==> src/rtl/approx_div_pkg.sv <==
// Shared types for the approximate restoring divider.
package approx_div_pkg;

    typedef enum logic [1:0] {
        IDLE = 2'd0,
        RUN  = 2'd1,
        DONE = 2'd2
    } state_t;

    function automatic int cnt_width(input int width);
        return $clog2(width + 1);
    endfunction

endpackage

==> src/rtl/maskable_borrow_subtractor.sv <==
// Ripple-borrow subtractor where a set mask bit makes that lane drop its borrow
// (difference is a plain XOR and nothing propagates upward).
module maskable_borrow_subtractor #(
    parameter int N = 9
) (
    input  logic [N-1:0] a,
    input  logic [N-1:0] b,
    input  logic [N-1:0] mask,
    output logic [N-1:0] diff,
    output logic         bout
);

    logic [N:0] w_borrow;

    always_comb begin
        diff     = '0;
        w_borrow = '0;
        for (int i = 0; i < N; i++) begin
            if (mask[i]) begin
                diff[i]       = a[i] ^ b[i];
                w_borrow[i+1] = 1'b0;
            end else begin
                diff[i]       = a[i] ^ b[i] ^ w_borrow[i];
                w_borrow[i+1] = (~a[i] & b[i]) | (~(a[i] ^ b[i]) & w_borrow[i]);
            end
        end
        bout = w_borrow[N];
    end

endmodule

==> src/rtl/approx_restoring_divider.sv <==
// Iterative restoring divider (one quotient bit per cycle) on a maskable-borrow subtractor.
// Optional DIV_MISMATCH_FLAG_EN adds an exact shadow subtractor and a sticky approx_mismatch flag.
//
//  state | meaning
//  IDLE  | waiting for operands, in_ready high
//  RUN   | one restoring iteration per cycle, WIDTH cycles
//  DONE  | result held on outputs until out_ready
module approx_restoring_divider
    import approx_div_pkg::*;
#(
    parameter int WIDTH = 8
) (
    input  logic             clk,
    input  logic             rst_n,
    input  logic             in_valid,
    output logic             in_ready,
    input  logic [WIDTH-1:0] dividend,
    input  logic [WIDTH-1:0] divisor,
    input  logic [WIDTH-1:0] mask,
    output logic             out_valid,
    input  logic             out_ready,
    output logic [WIDTH-1:0] quotient,
    output logic [WIDTH-1:0] remainder,
    output logic             div_by_zero
`ifdef DIV_MISMATCH_FLAG_EN
    ,
    output logic             approx_mismatch
`endif
);

    localparam int CW = cnt_width(WIDTH);

    state_t           r_state;
    state_t           w_state_next;
    logic [WIDTH-1:0] r_dvd_sh;
    logic [WIDTH-1:0] r_divisor;
    logic [WIDTH-1:0] r_mask;
    logic [WIDTH-1:0] r_rem;
    logic [WIDTH-1:0] r_quot;
    logic             r_dbz;
    logic [CW-1:0]    r_cnt;

    logic             w_accept;
    logic             w_last;
    logic [WIDTH:0]   w_rshift;
    logic [WIDTH:0]   w_diff;
    logic             w_bout;
    logic             w_unused;

    assign w_accept = in_valid && (r_state == IDLE);
    assign w_last   = (r_cnt == CW'(WIDTH - 1));
    // Dividend is consumed MSB first by shifting the latched copy left each iteration.
    assign w_rshift = {r_rem, r_dvd_sh[WIDTH-1]};
    assign w_unused = w_diff[WIDTH];

    maskable_borrow_subtractor #(.N(WIDTH + 1)) u_msub (
        .a    (w_rshift),
        .b    ({1'b0, r_divisor}),
        .mask ({1'b0, r_mask}),
        .diff (w_diff),
        .bout (w_bout)
    );

    always_comb begin
        w_state_next = r_state;
        case (r_state)
            IDLE: if (in_valid) w_state_next = (divisor == '0) ? DONE : RUN;
            RUN:  if (w_last) w_state_next = DONE;
            DONE: if (out_ready) w_state_next = IDLE;
            default: w_state_next = IDLE;
        endcase
    end

    always_ff @(posedge clk) begin
        if (!rst_n) begin
            r_state   <= IDLE;
            r_dvd_sh  <= '0;
            r_divisor <= '0;
            r_mask    <= '0;
            r_rem     <= '0;
            r_quot    <= '0;
            r_dbz     <= 1'b0;
            r_cnt     <= '0;
        end else begin
            r_state <= w_state_next;
            if (w_accept) begin
                r_dvd_sh  <= dividend;
                r_divisor <= divisor;
                r_mask    <= mask;
                r_cnt     <= '0;
                if (divisor == '0) begin
                    r_quot <= '1;
                    r_rem  <= dividend;
                    r_dbz  <= 1'b1;
                end else begin
                    r_quot <= '0;
                    r_rem  <= '0;
                    r_dbz  <= 1'b0;
                end
            end else if (r_state == RUN) begin
                r_cnt    <= r_cnt + 1'b1;
                r_dvd_sh <= {r_dvd_sh[WIDTH-2:0], 1'b0};
                r_quot   <= {r_quot[WIDTH-2:0], ~w_bout};
                r_rem    <= w_bout ? w_rshift[WIDTH-1:0] : w_diff[WIDTH-1:0];
            end
        end
    end

    assign in_ready    = (r_state == IDLE);
    assign out_valid   = (r_state == DONE);
    assign quotient    = r_quot;
    assign remainder   = r_rem;
    assign div_by_zero = r_dbz;

`ifdef DIV_MISMATCH_FLAG_EN
    logic [WIDTH:0] w_ex_diff;
    logic           w_ex_bout;
    logic           r_mismatch;

    maskable_borrow_subtractor #(.N(WIDTH + 1)) u_exact_sub (
        .a    (w_rshift),
        .b    ({1'b0, r_divisor}),
        .mask ('0),
        .diff (w_ex_diff),
        .bout (w_ex_bout)
    );

    always_ff @(posedge clk) begin
        if (!rst_n) begin
            r_mismatch <= 1'b0;
        end else if (w_accept) begin
            r_mismatch <= 1'b0;
        end else if (r_state == RUN) begin
            if ((w_diff != w_ex_diff) || (w_bout != w_ex_bout))
                r_mismatch <= 1'b1;
        end
    end

    assign approx_mismatch = r_mismatch;
`endif

endmodule

==> config.mk <==
export PLATFORM = sky130hd
export DESIGN_NAME = approx_restoring_divider
export DESIGN_NICKNAME = d
export VERILOG_FILES = /design/src/rtl/approx_div_pkg.sv /design/src/rtl/maskable_borrow_subtractor.sv /design/src/rtl/approx_restoring_divider.sv
export SDC_FILE = /design/constraint.sdc
export NUM_CORES = 1
export LEC_CHECK = 0
export BUFFER_PORTS_ARGS = -buffer_cell sky130_fd_sc_hd__buf_2
export CORE_MARGIN = 1.5
export CORE_UTILIZATION = 50
export CTS_CLUSTER_SIZE = 16
export DETAILED_ROUTE_END_ITERATION = 10
export PLACE_DENSITY = 0.76
export SYNTH_ARGS = -nofsm -noshare
export SYNTH_HDL_FRONTEND = slang
export SYNTH_SLANG_ARGS = --single-unit
==> constraint.sdc <==
create_clock -name clk -period 4.7 [get_ports clk]
set_input_delay 0.94 -clock clk [delete_from_list [all_inputs] [get_ports clk]]
set_output_delay 0.94 -clock clk [all_outputs]
set_load 0.005 [all_outputs]
==> results of run 1 <==
[metrics by stage]
stage,hold WS (ns),total power [uW],std cells,area [um^2]
4_1_cts,0.465,985,382,2770
3_3_place_gp,0.453,707,374,2670
2_1_floorplan,0.438,651,279,2440
6_report,0.460,986,382,2780
5_1_grt,0.493,1050,382,2780
3_5_place_dp,0.453,716,374,2670
[tightest hold or removal path, stage by stage (launching register included)]
cell and delay (ns):
dfxtp_1 0.32, nand2_1 0.05, a21boi_1 0.05
[kinds of logic after synthesis]
logic type / after synthesis
AND/OR/NAND/NOR: 95
buffers and inverters: 30
multiplexers: 11
XOR/XNOR: 3
flip-flops: 47
AO/OA/AOI/OAI: 77
adder cells (fa/ha/maj): 16
[cell usage in the layout (no fill, tap or decap), types with 3 or more instances in the layout]
| master | count |
|---|---|
| a21oi_1 | 8 |
| o21ai_0 | 16 |
| nand2_1 | 57 |
| nand3_1 | 3 |
| inv_1 | 10 |
| buf_2 | 46 |
| ha_1 | 9 |
| mux2_2 | 5 |
| a22oi_1 | 8 |
| a21boi_0 | 22 |
| nor2b_1 | 6 |
| nor2_1 | 8 |
| a21boi_1 | 4 |
| mux2i_1 | 6 |
| fa_1 | 7 |
| clkbuf_8 | 7 |
| nand2b_1 | 8 |
| a31oi_1 | 14 |
| o211ai_1 | 3 |
| dfxtp_1 | 47 |
[worst max path at each step]
| stage | start | to | slack [ns] |
|---|---|---|---|
| 2_1_floorplan | r_dvd_sh[7] | remainder[4] | 0.61 |
| 3_3_place_gp | r_dvd_sh[7] | remainder[6] | 0.37 |
| 3_5_place_dp | r_dvd_sh[7] | remainder[3] | 0.20 |
| 4_1_cts | r_dvd_sh[7] | remainder[5] | 0.16 |
| 5_1_grt | r_dvd_sh[7] | remainder[6] | 0.18 |
| 6_report | r_dvd_sh[7] | remainder[5] | 0.39 |
[report_power, final]
| part | total [uW] | switching, uW | internal, uW | leakage, uW |
|---|---|---|---|---|
| clock | 268 | 133 | 134 | 0.0000515 |
| sequential | 461 | 29.8 | 431 | 0.000385 |
| combinational | 257 | 141 | 116 | 0.000719 |
[sequential cells by signal, summed over array words and instances, names as in the netlist]
| name | count |
|---|---|
| r_cnt | 4 |
| quotient | 8 |
| r_divisor | 8 |
| r_mask | 8 |
| r_state | 2 |
| r_dvd_sh | 8 |
| remainder | 8 |
| div_by_zero | 1 |
[layout make-up]
class | count | area [um^2]
sequential | 47 | 941
clock buffer | 8 | 100
timing repair buffer | 48 | 245
multi-input combinational | 202 | 1370
inverter | 10 | 37.5
fill | 436 | 1950
tap | 67 | 83.8
[what timing repair did]
item                                    CTS  global route
endpoints found under the setup margin    0             5
gates resized for setup                   0             1
endpoints found under the hold margin     0             0
hold buffers                              0             0
[layer usage]
| metal | vias up | GRT usage, % | share of wire, % |
|---|---|---|---|
| met1 | 950 | 29.5 | 46 |
| met4 | 0 | 5.03 | 1.1 |
| met5 | - | 0 | 0 |
| met2 | 46 | 33.8 | 49 |
| li1 | 1016 | - | - |
| met3 | 5 | 5.11 | 4.4 |
==> run metrics, run 1 <==
outcome completed; hold_sp div_by_zero; Worst EP arrival approximately 4.5 ns; DRC Markers 0; post-synthesis simple-gate area fraction a little under a fifth; xor and xnor area share after synthesis 1.08%; CP Depth 20; Core Area roughly 4700 um^2; Tot GR Track Use 21.3%; mux cell area share after synthesis 4.76%; Setup CP Type reg2reg; EDFF count, synth 0; H-tree level count 2; I/O Buffers 46; initial DRC count ~140; RSZ-0062 raised after global routing false; RePlAce Congestion between 0.7 and 0.8; Netlist cell types 38; WL per Instance 13.8 um; worst r2r src r_dvd_sh[7]; synthesized area ~2400 um^2; Horiz. Die Dim around 73 um; Leak Pwr approximately 0.0012 uW; YS warnings 0; final setup vio count 0; synthesized flop and latch total between 40 and 50; slew at the pin closest to its max-slew limit 1.15 ns; total grt overflow 0; crit path capture type register; cts bufs inserted 5; Die ar. about 5300 um^2; initial antenna violation count 0; Post-Syn Nets around 320; Synth top area share roughly two fifths; largest family of logic cells by synthesized area compound AO/OA/AOI/OAI gates; pwr dens 355 nW/um^2; CTS Root Cell clkbuf_8; CP bufs+invs 1; post-route clock period utilization 91.7%; num rows 25; Crit path largest cell delay 0.36 ns; Max VDD drop roughly 0.00021 V; share of cells above drive strength 1 21.6%; cell repeated most along the worst path fa_1; clock tree from TritonCTS yes; Die Ht 72.9 um; Max Clk Rate ~0.23 GHz; sequential share of the synthesized area between 30% and 40%; family with the most delay on the worst path adder cells; antenna-violating nets left 0; Max-cap violations 0; final WL around 5.3 mm; Initial Util between 50% and 60%; Ant. Diodes 0; Post-Syn Area per Cell 8.75 um^2; max-slew violations 0; DR pass1 iterations 4; Clock Latency Late Sink 0.30 ns; Max transition margin between 20% and 30%; startpoint types register; Clk pin slew, worst setup/hold paths about 0.09 ns; Synth Instances roughly 280; Req. time, crit path 4.92 ns; Finished Core Util about three fifths; clock skew just over 0.007 ns; setup TNS 0 ns; clock sink count between 40 and 50; Setup WS post-layout 0.388 ns; Layout area overhead 13.7%; total I/O pin count 47; cell taking the most area after synthesis dfxtp_1; postcts setup bufs 0; Critical Path Fanout Max 12; ys flop type dfxtp_1; minimum clock period about 4.3 ns; global-route wire length before repair a little under 9 mm; pre-CTS WS around 0.2 ns; Final Hold Fails 0; Reg2Reg Capture Point remainder[5]; reg2reg setup slack 0.39 ns; worst-path cell chain inv_1, ha_1, nand2b_1, fa_1, nor2_1, fa_1, nor2b_1, fa_1, nor2b_1, fa_1, nor2b_1, fa_1, nor2b_1, fa_1, nand2b_1, fa_1, or3_4, mux2i_1, nand2_1, a21oi_1; HP Class reg2reg; vias in the first global route around 1800; most instantiated library cell after synthesis nand2_1; Synth Area in Adders 10.3%; post-synthesis async set-or-reset flop share 0%; WHS Path Cells 2; NumNets Final about 360; largest cells by area after synthesis dfxtp_1 39%, nand2_1 8.8%, a21boi_0 6.8%; DR vias approximately 2000; R2R depth 20; hold endpoint div_by_zero; number of vias per cell 5.28; Worst path slowest cell fa_1; largest net degree at the start of global routing between 40 and 50; HPWL Detailed about 3.5 mm; commonest cells in the netlist 57 x nand2_1, 47 x dfxtp_1, 22 x a21boi_0; area fraction in compound gates after synthesis ~21%; Clock Tree Buf Depth 2
(Power assumes the default switching activity.)
==> inputs of run 2 (changes only) <==
--- a/config.mk
+++ b/config.mk
@@ -13,4 +13,5 @@
 export PLACE_DENSITY = 0.76
 export SYNTH_ARGS = -nofsm -noshare
 export SYNTH_HDL_FRONTEND = slang
+export SYNTH_HIERARCHICAL = 1
 export SYNTH_SLANG_ARGS = --single-unit
==> run 2 against run 1 <==
The flow now finishes with violations (negative setup slack). Non-clock buffer count up 3. Synthesized cell count down 2.9%. Via count up 3.5%. Largest power group unchanged. Synthesized area up 0.56%.
==> run metrics, run 2 <==
num rows 25 (unchanged); R2R depth 22 (+10%); HPWL Detailed 3.74 mm (+8.4%); worst r2r src r_dvd_sh[7]; number of vias per cell 5.47 (+3.5%); Filler cells 405 (-7.1%); Clock Tree Buf Depth 2 (unchanged); Horiz. Die Dim 73.1 um (+0.27%); DR vias 2088 (+3.5%); Critical Path Fanout Max 5 (-7); Setup crit start r_dvd_sh[7]; Post-Syn Area per Cell 9.06 um^2 (+3.5%); pwr dens 314 nW/um^2 (-12%); Clk pin slew, worst setup/hold paths 0.09 ns (about the same); Max VDD drop 0.000199 V (-4.2%); NumNets Final 360 (+0.56%); Setup CP Type reg2reg; cts hold-fix bufs 0 (unchanged); most frequent cells in the layout 46 x dfxtp_1, 46 x buf_2, 39 x nand2_1; largest net degree at the start of global routing 36 (-20%); Req. time, crit path 4.86 ns (-0.06 ns); WHS Path Cells 2 (unchanged); hold_sp div_by_zero; cts bufs inserted 5 (unchanged); initial DRC count 159 (+18%); fin area 2950 um^2 (+6.1%); Layout area overhead 20.0%; Leak Pwr 0.00120 uW (+4.0%); clock skew 0.00878 ns (+0.00169 ns); RePlAce Congestion 0.810 (+2.8%); DRC Markers 0 (unchanged); antenna-violating nets left 0 (unchanged); WL per Instance 14.9 um (+7.9%); Worst EP arrival 4.89 ns (+0.35 ns); final setup vio count 3 (+3); post-route clock period utilization 101% (+8.9 points); Finished Core Util 62.4% (+3.6 points); outcome finished with violations; global-route wire length before repair 9.38 mm (+6.5%); Ant. Diodes 0 (unchanged); Post-DP Area 2780 um^2 (+4.0%); startpoint types register; total grt overflow 0 (unchanged); Die ar. 5340 um^2 (+0.54%); failing checks negative setup slack; minimum clock period 4.73 ns (+0.417 ns); Setup WS post-layout -0.0292 ns (-0.417 ns); slew at the pin closest to its max-slew limit 1.05 ns (-0.0991 ns); Max-cap violations 0 (unchanged); Max Clk Rate 0.211 GHz (-8.8%); HP Class reg2reg; max-slew violations 0 (unchanged); Tot GR Track Use 22.9% (+1.6 points); synthesized area 2460 um^2 (+0.56%); Initial Util 52.0% (+0.29 points); clock sink count 47 (unchanged); vias in the first global route 1958 (+6.0%); total power 925 uW (-6.1%); DR pass1 iterations 4 (unchanged); Clock Latency Late Sink 0.30 ns (about the same); Max transition margin 29.7% (+6.6 points); crit path capture type register; initial antenna violation count 0 (unchanged); Die Ht 73.1 um (+0.27%); final WL 5.70 mm (+7.9%); H-tree level count 2 (unchanged); RSZ-0062 raised after global routing true; Core Area 4720 um^2 (unchanged); CTS Root Cell clkbuf_8; Synth Instances 271 (-2.9%); total I/O pin count 47 (unchanged); Final Hold Fails 0 (unchanged); YS warnings 6 (+6); I/O Buffers 46 (unchanged); clock tree from TritonCTS yes; share of cells above drive strength 1 32.4% (+11 points)
[run 2: final timing paths]
kind                   to  slack [ns]
max          remainder[5]       -0.03
min           div_by_zero        0.46
max reg2reg  remainder[5]       -0.03
min reg2reg   div_by_zero        0.46
[run 2: worst max-delay path, stage by stage, from the launching register on]
cell and delay, ns:
dfxtp_2 0.33, inv_2 0.04, ha_4 0.16, nand2b_4 0.06
fa_2 0.20, nor2_2 0.04, fa_2 0.33, nor2b_4 0.13
fa_2 0.34, nor2b_4 0.14, fa_2 0.33, nor2b_4 0.13
fa_2 0.32, nor2b_4 0.13, fa_2 0.31, nor2b_4 0.13
fa_2 0.32, nor2b_4 0.13, fa_2 0.36, nor2b_4 0.17
mux2_4 0.30, o22ai_2 0.13, nor3_2 0.06
[run 2: metal layers]
metal | up-vias | part of all wire, % | global-route usage, %
met1 | 998 | 46 | 29.9
met5 | - | 0 | 0
met3 | 7 | 4.4 | 6.63
li1 | 1024 | - | -
met4 | 0 | 0.96 | 5.66
met2 | 59 | 49 | 37.2
[run 2: power breakdown]
group	switching [uW]	internal [uW]
sequential	27.6	423
clock	131	116
combinational	110	118
[run 2: through the flow]
| stage | std cells | setup TNS (ns) | setup WS (ns) | hold WS (ns) |
|---|---|---|---|---|
| finish | 382 | -0.0536 | -0.0292 | 0.463 |
| global route | 382 | -1.10 | -0.159 | 0.502 |
| CTS | 382 | -0.0255 | -0.0116 | 0.462 |
| detailed placement | 373 | -1.48 | -0.215 | 0.449 |
| global placement | 373 | -0.401 | -0.0751 | 0.448 |
| floorplan | 272 | 0 | 0.00330 | 0.431 |
[run 2: what timing repair did]
| item | in CTS | in global routing |
|---|---|---|
| gates cloned | 1 | 0 |
| resized for setup | 11 | 3 |
| setup endpoints to repair | 9 | 9 |
| pin swaps | 2 | 2 |
| buffers inserted | 1 | 0 |
[run 2: final cells by class]
cell class              count  area (um^2)  area share, %
well taps                  67         83.8           2.84
flip-flops and latches     47          942           32.0
inverters                  15         56.3           1.91
clock inverters             1         5.00          0.170
repair buffers             51          268           9.08
clock buffers               6         82.6           2.80
multi-input cells         195         1510           51.2
